### config.mk
export PLATFORM = sky130hd
export DESIGN_NAME = mdu_ctrl
export DESIGN_NICKNAME = d
export VERILOG_FILES = /design/src/rtl/mdu_ctrl.sv
export SDC_FILE = /design/constraint.sdc
export NUM_CORES = 2
export LEC_CHECK = 0
export CORE_MARGIN = 2
export CORE_UTILIZATION = 50
export CTS_CLUSTER_SIZE = 30
export DETAILED_ROUTE_END_ITERATION = 7
export PLACE_DENSITY = 0.69
export REMOVE_ABC_BUFFERS = 1
export SLEW_MARGIN = 5
export SYNTH_ARGS = -nofsm -noshare
export SYNTH_HDL_FRONTEND = slang
export SYNTH_SLANG_ARGS = --single-unit
### constraint.sdc
create_clock -name clk -period 15.8 [get_ports clk]
set_input_delay 1.58 -clock clk [delete_from_list [all_inputs] [get_ports clk]]
set_output_delay 1.58 -clock clk [all_outputs]
set_load 0.01 [all_outputs]
### src/rtl/mdu_ctrl.sv
// mdu_ctrl: sequencer for the shared iterative multiply/divide unit.
//
// Takes one MUL*/DIV*/REM* request at a time over a valid/ready handshake,
// normalises operand signs, runs a radix-2 shift-add (mul) or restoring
// shift-subtract (div) loop, applies sign/width fix-up and holds the result
// until the consumer takes it.
//
// Handshakes: a transfer happens on a rising clk edge where valid and ready
// are both high. Input side: in_valid/in_ready (in_ready only in IDLE).
// Output side: out_valid/out_ready (out_valid only in DONE, result stable
// while out_valid is high and out_ready is low). flush overrides both.
//
// Ports:
//   clk, rst_n          clock, asynchronous active-low reset
//   flush               synchronous abort; returns to IDLE next cycle
//   in_valid, in_ready  request handshake
//   src1, src2          operands (multiplicand/dividend, multiplier/divisor)
//   mul_valid, mul_signed[1:0], mul_res_lo     multiply controls
//   div_valid, div_signed[1:0], div_quotient   divide controls
//   inst_32             W-form: 32-bit operands, sign-extended 32-bit result
//   out_valid, out_ready, result               result handshake
//   busy                state != IDLE
//   dbg_state           current FSM state (debug observation)
//
// Build option: define MDU_FAST_ZERO_EN to finish zero-operand cases in PREP
// instead of running the full iteration loop (result values are identical).

module mdu_ctrl #(
    parameter int XLEN  = 64,
    parameter int CNT_W = 7
) (
    input  logic            clk,
    input  logic            rst_n,
    input  logic            flush,
    input  logic            in_valid,
    output logic            in_ready,
    input  logic [XLEN-1:0] src1,
    input  logic [XLEN-1:0] src2,
    input  logic            mul_valid,
    input  logic [1:0]      mul_signed,
    input  logic            mul_res_lo,
    input  logic            div_valid,
    input  logic [1:0]      div_signed,
    input  logic            div_quotient,
    input  logic            inst_32,
    output logic            out_valid,
    input  logic            out_ready,
    output logic [XLEN-1:0] result,
    output logic            busy,
    output logic [2:0]      dbg_state
);

    localparam logic [2:0] S_IDLE = 3'd0;
    localparam logic [2:0] S_PREP = 3'd1;
    localparam logic [2:0] S_ITER = 3'd2;
    localparam logic [2:0] S_FIX  = 3'd3;
    localparam logic [2:0] S_DONE = 3'd4;

    // W-form results are always the sign-extended low word.
    function automatic logic [XLEN-1:0] fit_w(input logic w32, input logic [XLEN-1:0] v);
        return w32 ? {{(XLEN-32){v[31]}}, v[31:0]} : v;
    endfunction

    logic [2:0]        r_state;
    logic [XLEN-1:0]   r_a, r_b, r_op, r_result;
    logic [2*XLEN-1:0] r_acc;
    logic [CNT_W-1:0]  r_cnt;
    logic              r_is_mul, r_sgn1, r_sgn2, r_lo, r_quot, r_w32, r_neg;

    // ---------------- request capture ----------------
    logic            w_start, w_sgn1_in, w_sgn2_in;
    logic [XLEN-1:0] w_src1_ext, w_src2_ext;

    assign w_start   = in_valid & in_ready & (mul_valid | div_valid);
    // mul wins when both request bits are set
    assign w_sgn1_in = mul_valid ? mul_signed[1] : div_signed[1];
    assign w_sgn2_in = mul_valid ? mul_signed[0] : div_signed[0];
    assign w_src1_ext = inst_32 ? (w_sgn1_in ? fit_w(1'b1, src1) : {{(XLEN-32){1'b0}}, src1[31:0]}) : src1;
    assign w_src2_ext = inst_32 ? (w_sgn2_in ? fit_w(1'b1, src2) : {{(XLEN-32){1'b0}}, src2[31:0]}) : src2;

    // ---------------- PREP ----------------
    logic            w_neg_a, w_neg_b, w_div_zero, w_div_ovf, w_fast_zero;
    logic [XLEN-1:0] w_abs_a, w_abs_b, w_min_neg, w_spec_val;

    // operands are already extended, so the top bit is the sign at either width
    assign w_neg_a    = r_sgn1 & r_a[XLEN-1];
    assign w_neg_b    = r_sgn2 & r_b[XLEN-1];
    assign w_abs_a    = w_neg_a ? -r_a : r_a;
    assign w_abs_b    = w_neg_b ? -r_b : r_b;
    assign w_min_neg  = r_w32 ? {{(XLEN-31){1'b1}}, 31'd0} : {1'b1, {(XLEN-1){1'b0}}};
    assign w_div_zero = ~r_is_mul & (r_b == '0);
    assign w_div_ovf  = ~r_is_mul & r_sgn1 & (r_a == w_min_neg) & (&r_b);
    assign w_spec_val = w_div_zero ? (r_quot ? {XLEN{1'b1}} : r_a)
                                   : (r_quot ? r_a : {XLEN{1'b0}});
`ifdef MDU_FAST_ZERO_EN
    assign w_fast_zero = r_is_mul ? ((r_a == '0) | (r_b == '0))
                                  : ((r_a == '0) & (r_b != '0));
`else
    assign w_fast_zero = 1'b0;
`endif

    // ---------------- ITER ----------------
    // Mul: r_acc = {partial sum, remaining multiplier bits}, shifted right.
    // Div: r_acc = {partial remainder, dividend bits / quotient bits}, shifted left.
    logic [XLEN:0]   w_sum, w_rem_sh;
    logic [XLEN-1:0] w_rem_sub;
    logic            w_rem_ge;

    assign w_sum     = {1'b0, r_acc[2*XLEN-1:XLEN]} + ({1'b0, r_op} & {(XLEN+1){r_acc[0]}});
    assign w_rem_sh  = {r_acc[2*XLEN-1:XLEN], r_acc[XLEN-1]};
    assign w_rem_ge  = w_rem_sh >= {1'b0, r_op};
    assign w_rem_sub = w_rem_sh[XLEN-1:0] - r_op;

    // ---------------- FIX ----------------
    // A 32-iteration multiply leaves the product XLEN-32 bits above bit 0.
    logic [2*XLEN-1:0] w_prod, w_prod_s;
    logic [XLEN-1:0]   w_q, w_r, w_fix_val;

    assign w_prod    = r_w32 ? (r_acc >> (XLEN-32)) : r_acc;
    assign w_prod_s  = r_neg ? -w_prod : w_prod;
    assign w_q       = r_neg ? -r_acc[XLEN-1:0] : r_acc[XLEN-1:0];
    assign w_r       = r_neg ? -r_acc[2*XLEN-1:XLEN] : r_acc[2*XLEN-1:XLEN];
    assign w_fix_val = r_is_mul ? (r_lo ? w_prod_s[XLEN-1:0] : w_prod_s[2*XLEN-1:XLEN])
                                : (r_quot ? w_q : w_r);

    always_ff @(posedge clk or negedge rst_n) begin
        if (!rst_n) begin
            r_state  <= S_IDLE;
            r_a      <= '0;
            r_b      <= '0;
            r_op     <= '0;
            r_acc    <= '0;
            r_result <= '0;
            r_cnt    <= '0;
            r_is_mul <= 1'b0;
            r_sgn1   <= 1'b0;
            r_sgn2   <= 1'b0;
            r_lo     <= 1'b0;
            r_quot   <= 1'b0;
            r_w32    <= 1'b0;
            r_neg    <= 1'b0;
        end else if (flush) begin
            r_state <= S_IDLE;
        end else begin
            case (r_state)
                S_IDLE: if (w_start) begin
                    r_a      <= w_src1_ext;
                    r_b      <= w_src2_ext;
                    r_is_mul <= mul_valid;
                    r_sgn1   <= w_sgn1_in;
                    r_sgn2   <= w_sgn2_in;
                    r_lo     <= mul_res_lo;
                    r_quot   <= div_quotient;
                    r_w32    <= inst_32;
                    r_state  <= S_PREP;
                end
                S_PREP: begin
                    // remainder takes the dividend's sign, everything else the xor
                    r_neg <= (r_is_mul | r_quot) ? (w_neg_a ^ w_neg_b) : w_neg_a;
                    if (w_div_zero | w_div_ovf) begin
                        r_result <= fit_w(r_w32, w_spec_val);
                        r_state  <= S_DONE;
                    end else if (w_fast_zero) begin
                        r_result <= '0;
                        r_state  <= S_DONE;
                    end else begin
                        r_cnt   <= r_w32 ? CNT_W'(31) : CNT_W'(XLEN-1);
                        r_op    <= r_is_mul ? w_abs_a : w_abs_b;
                        // W-form divide: move the 32 dividend bits to the top
                        r_acc   <= r_is_mul ? {{XLEN{1'b0}}, w_abs_b}
                                            : {{XLEN{1'b0}}, (r_w32 ? (w_abs_a << 32) : w_abs_a)};
                        r_state <= S_ITER;
                    end
                end
                S_ITER: begin
                    if (r_is_mul)
                        r_acc <= {w_sum, r_acc[XLEN-1:1]};
                    else
                        r_acc <= {(w_rem_ge ? w_rem_sub : w_rem_sh[XLEN-1:0]),
                                  r_acc[XLEN-2:0], w_rem_ge};
                    if (r_cnt == '0)
                        r_state <= S_FIX;
                    else
                        r_cnt <= r_cnt - 1'b1;
                end
                S_FIX: begin
                    r_result <= fit_w(r_w32, w_fix_val);
                    r_state  <= S_DONE;
                end
                S_DONE: if (out_ready) r_state <= S_IDLE;
                default: r_state <= S_IDLE;
            endcase
        end
    end

    assign in_ready  = (r_state == S_IDLE);
    assign busy      = (r_state != S_IDLE);
    assign out_valid = (r_state == S_DONE);
    assign result    = r_result;
    assign dbg_state = r_state;

endmodule

### After elaboration in Yosys (flattened, before gate mapping)

Index checks and enable logic that the tools add are counted.

| storage, ports and cells | value |
|---|---|
| logic and storage cells | 105 |
| register bits | 401 |
| bits of input ports | 142 |
| output and inout bits | 70 |

| operators by class | value |
|---|---|
| equality and inequality tests | 11 |
| muxes and demuxes | 41 |
| magnitude comparators | 1 |
| bitwise logic cells | 16 |
| add/subtract/negate cells | 8 |
| reduce and logical (&&, ||, !) cells | 14 |

Operators with widths:

| cell | number |
|---|---|
| $mux W64 | 21 |
| $mux W128 | 4 |
| $neg A64 Y64 | 4 |
| $pmux W128 S2 | 1 |
| $neg A128 Y128 | 1 |
| $pmux W64 S2 | 1 |
| $add A64 B65 Y65 | 1 |
| $and A64 B65 Y65 | 1 |
| $ge A65 B64 Y1 | 1 |
| $eq A64 B64 Y1 | 1 |
| $logic_not A64 Y1 | 1 |
| $reduce_and A64 Y1 | 1 |
| $sub A64 B64 Y64 | 1 |
| $mux W63 | 1 |
| $mux W3 | 5 |
| $pmux W3 S5 | 1 |
| $reduce_and A3 Y1 | 5 |
| $mux W7 | 2 |
| $pmux W7 S2 | 1 |
| $and A1 B1 Y1 | 8 |
| $logic_not A7 Y1 | 1 |
| $sub A7 B1 Y7 const B | 1 |
| $eq A3 B2 Y1 const B | 2 |
| $mux W6 | 1 |
| other kinds (14) | 24 |

### Longest topological paths before layout

| logic depth | value |
|---|---|
| word-level depth | 8 |
| mapped depth | 23 |
| gate-level depth less buffers | 15 |

### Worst setup path after synthesis

Ideal clock, no wire load.

| timing path | value |
|---|---|
| kind | reg-to-reg |
| start point | reg r_w32 |
| end point | reg r_result[40] (netlist: result[40]) |
| arrival | 5537 ps |
| clock period less this slack | 5619 ps |
| stages on the path, launching flop included | 24 |
| library setup time | 83 ps |
| buffers on the path | 11 |
| data required time | 15717 ps |
| slack | 10181 ps |
| cells stage by stage | dfrtp_1 -> buf_4 -> buf_4 -> buf_2 -> buf_2 -> buf_2 -> buf_2 -> buf_2 -> clkbuf_1 -> buf_2 -> buf_2 -> mux2i_1 -> ha_1 -> o221ai_1 -> or3_1 -> or4b_1 -> clkbuf_1 -> o41ai_1 -> xor2_1 -> nand2_1 -> o21ai_0 -> a2111oi_0 -> o22ai_1 -> o21ai_0 |

| between the ends | value |
|---|---|
| word-level cells in the longest chain between the ends | 7 |
| elaborated cells on any way between the ends | 16 |
| those cells by class | 1 x add/sub; 2 x eq/ne; 9 x mux; 3 x bitwise; 1 x reduce/logical |

Ends and longest elaborated chain:

| element | RTL line | RTL |
|---|---|---|
| start, declared | 68 | `logic r_is_mul, r_sgn1, r_sgn2, r_lo, r_quot, r_w32, r_neg;` |
| start signal, assigned | 154 | `r_w32 <= inst_32;` |
| $mux W128 / $mux W63 (equally long branches) | 119, 90 |  |
| $neg A128 Y128 / $eq A64 B64 Y1 (equally long branches) | 120, 92 |  |
| $mux W128 / $and A1 B1 Y1 (equally long branches) | 120, 92 |  |
| $mux W64 / $and A1 B1 Y1 (equally long branches) | 123, 92 |  |
| $mux W64 / $or A1 B1 Y1 (equally long branches) | 123, 160 |  |
| $mux W64 / $ne A2 B2 Y1 (equally long branches) | - |  |
| $pmux W64 S2 / $reduce_and A3 Y1 (equally long branches) | - |  |
| end signal, assigned | 161 | `r_result <= fit_w(r_w32, w_spec_val);` |
| end signal, assigned | 187 | `r_result <= fit_w(r_w32, w_fix_val);` |
| end, declared | 65 | `logic [XLEN-1:0] r_a, r_b, r_op, r_result;` |

Parallel ways exist; a longest one is shown, timed or not. The select of a mux whose other input is x is not followed.
A chain may end at the register's enable or synchronous reset.

### Worst setup path after layout

| timing path | value |
|---|---|
| start point | reg r_w32 |
| end point | reg r_result[41] (netlist: result[41]) |

Same word-level chain as after synthesis.

==> impl_metrics.env <==
export IMPL_synth_area_leader_cell="dfrtp_1"
export IMPL_drive_above_1_share_pct=6.99
export IMPL_dp_hpwl_um=157000
export IMPL_route_final_wire_length_um=212000
export IMPL_power_leakage_nw=19.0
export IMPL_post_drt_wl_per_cell_um=31.5
export IMPL_cts_root_buffer_cell="clkbuf_16"
export IMPL_synthArstFlopShare_pct=100
export IMPL_num_vias=47400
export IMPL_rsz0062_at_grt="false"
export IMPL_synth_compound_area_share_pct=25.7
export IMPL_nFillCells=8037
export IMPL_netlist_top_cells_count="756 x nand2_1, 526 x nor2_1, 449 x a21oi_1"
export IMPL_portBuffers=211
export IMPL_hp_class="reg2reg"
export IMPL_worstSetupPathType="reg2reg"
export IMPL_worst_slack_ps=9510
export IMPL_yosys_top_cells_area="dfrtp_1 24%, nand2_1 6.8%, a21oi_1 5.4%"
export IMPL_synth_top_family_by_area="compound AO/OA/AOI/OAI gates"
export IMPL_avgSynthCellArea_um2=7.28
export IMPL_die_w_um=292
export IMPL_yosysMostFrequentCell="nand2_1"
export IMPL_grt_use_total_pct=47.9
export IMPL_netlist_area_leader_share_pct=24.1
export IMPL_clk_pin_slew_ps=60
export IMPL_power_per_cell_area_nw_per_um2=240
export IMPL_peakVddDrop_v=0.000119
export IMPL_max_cap_violations=0
export IMPL_gp_congestion=1.09
export IMPL_nets=5888
export IMPL_core_area_um2=82200
export IMPL_synth_flop_cell="dfrtp_1"
export IMPL_antenna_found_initial=18
export IMPL_status="completed"
export IMPL_synthesis_area_um2=41600
export IMPL_synth_edf_count=0
export IMPL_start_kind="flip-flop"
export IMPL_grt_max_degree=101
export IMPL_post_cts_resized=0
export IMPL_tns_ps=0
export IMPL_synthCells=5712
export IMPL_synth_seq_area_share_pct=24.1
export IMPL_cts_setup_buffers=0
export IMPL_synth_seq_cells=401
export IMPL_drc=0
export IMPL_preCtsSetupSlack_ps=9810
export IMPL_slew_viol_final=0
export IMPL_cts_tree="yes"
export IMPL_synthAdderAreaFrac_pct=4.93
export IMPL_hold_buffers=0
export IMPL_period_minus_slack_ps=6290
export IMPL_final_setup_viol_count=0
export IMPL_fmax_mhz=159
export IMPL_timing_final_crit_share_pct=39.8
export IMPL_grt_pass1_vias=43700
export IMPL_ys_warn_count=0
export IMPL_first_pass_iters=8
export IMPL_io_pins=212
export IMPL_cts_buffers=51
export IMPL_cp_required_ps=16280
export IMPL_relSlewSlack_pct=10.1
export IMPL_clock_latency_ps=650
export IMPL_finalClockSkew_ps=32.4
export IMPL_hold_viol_final=0
export IMPL_drtIter0Drc=7511
export IMPL_cts_path_max_buffers=3
export IMPL_initial_core_util_pct=50.6
export IMPL_num_rows=105
export IMPL_dieArea_um2=85500
export IMPL_yosysUniqueCellTypes=100
export IMPL_fin_cells=6724
export IMPL_p_total_mw=11.1
export IMPL_placedCellCount=6624
export IMPL_critPathMaxFanout=66
export IMPL_clock_sinks=401
export IMPL_synth_xor_area_share_pct=8.48
export IMPL_grt_pass1_wl_um=303000
export IMPL_viasPerCell=7.06
export IMPL_arrival_ps=6770
export IMPL_overflow=0
export IMPL_ant_nets=0
export IMPL_synth_simple_gate_area_share_pct=25.4
export IMPL_die_h_um=292
export IMPL_synthMuxAreaShare_pct=5.41
export IMPL_worst_pin_slew_ps=1340
export IMPL_area_delta_synth_final_pct=11.0
export IMPL_end_kind="flip-flop"
export IMPL_cts_max_level=2
power breakdown:
part | total (mW) | switching (mW) | internal [mW]
clock network | 1.38 | 0.543 | 0.836
logic | 7.48 | 4.98 | 2.49
registers | 2.22 | 0.831 | 1.38
cell type report:
class                   count  area (µm²)  area share [%]
clock inverters            30         487            1.05
multi-input cells        4669       29200            63.1
diodes                      4        10.0          0.0217
repair buffers            354        3200            6.93
well taps                1070        1340            2.90
flip-flops and latches    401       10100            21.8
inverters                 131         493            1.07
clock buffers              65        1460            3.16
critical path, stage by stage, from the launching register on:
cell	delay [ps]
dfrtp_4	910
buf_4	540
buf_4	660
or4b_1	540
a222oi_1	540
and2_1	270
nand3_1	230
nor3_1	420
and2_1	250
a31oi_1	120
a31o_2	280
a21o_1	530
nor2_2	550
a211oi_1	160
path summary, 6_finish.rpt:
kind	start	end	slack, ps	cells after the start
setup / recovery	r_w32$_DFFE_PN0P_	result[41]$_DFFE_PN0P_	9510	13
hold / removal	r_op[34]$_DFFE_PN0P_	r_op[34]$_DFFE_PN0P_	480	2
setup reg to reg	r_w32$_DFFE_PN0P_	result[41]$_DFFE_PN0P_	9510	13
hold reg to reg	r_op[34]$_DFFE_PN0P_	r_op[34]$_DFFE_PN0P_	480	2
max in group asynchronous	rst_n	r_acc[78]$_DFFE_PN0P_	11910	4
min in group asynchronous	rst_n	r_cnt[4]$_DFFE_PN0P_	970	1
placed cells by master (no fill, tap or decap), types with 54 or more instances in the layout:
cell type	n
a211oi_1	79
a21o_1	78
a21oi_1	449
a221oi_1	54
a31oi_1	67
buf_4	141
clkdlybuf4s50_1	210
dfrtp_1	396
ha_1	136
inv_1	126
mux2i_1	174
nand2_1	755
nand3_1	159
nand3b_1	71
nand4_1	87
nor2_1	521
nor3_1	172
nor4_1	64
o211ai_1	61
o21ai_0	447
o31ai_1	79
or3_1	80
xnor2_1	196
xor2_1	207
kinds of logic after synthesis:
| group | after synthesis |
|---|---|
| buffers and inverters | 642 |
| AO/OA/AOI/OAI | 1680 |
| adder cells (fa/ha/maj) | 169 |
| multiplexers | 217 |
| AND/OR/NAND/NOR | 2200 |
| flip-flops | 401 |
| XOR/XNOR | 403 |
stage by stage:
step,hold slack [ps],utilization (%),cell area [µm²]
after floorplan,450,-,39600
after CTS,483,56.2,46200
after detailed placement,464,53.8,44200
final,478,56.2,46200
after global placement,461,53.8,44200
after global routing,501,56.2,46200
flip-flops by register name, indices dropped and copies added, names as in the netlist:
register	count
dbg_state	3
r_a	64
r_acc	128
r_b	64
r_cnt	7
r_is_mul	1
r_lo	1
r_neg	1
r_op	64
r_quot	1
r_sgn1	1
r_sgn2	1
r_w32	1
result	64
routing by layer:
metal  track usage (%)  up-vias  share of wire, %
met5              1.25        -              0.13
met4              30.4       24               8.1
met3              15.2      882                14
met2              69.9     3529                41
met1              60.9    22500                37
li1                  -    20500                 -
No activity file was read; power rests on OpenSTA's default activity.
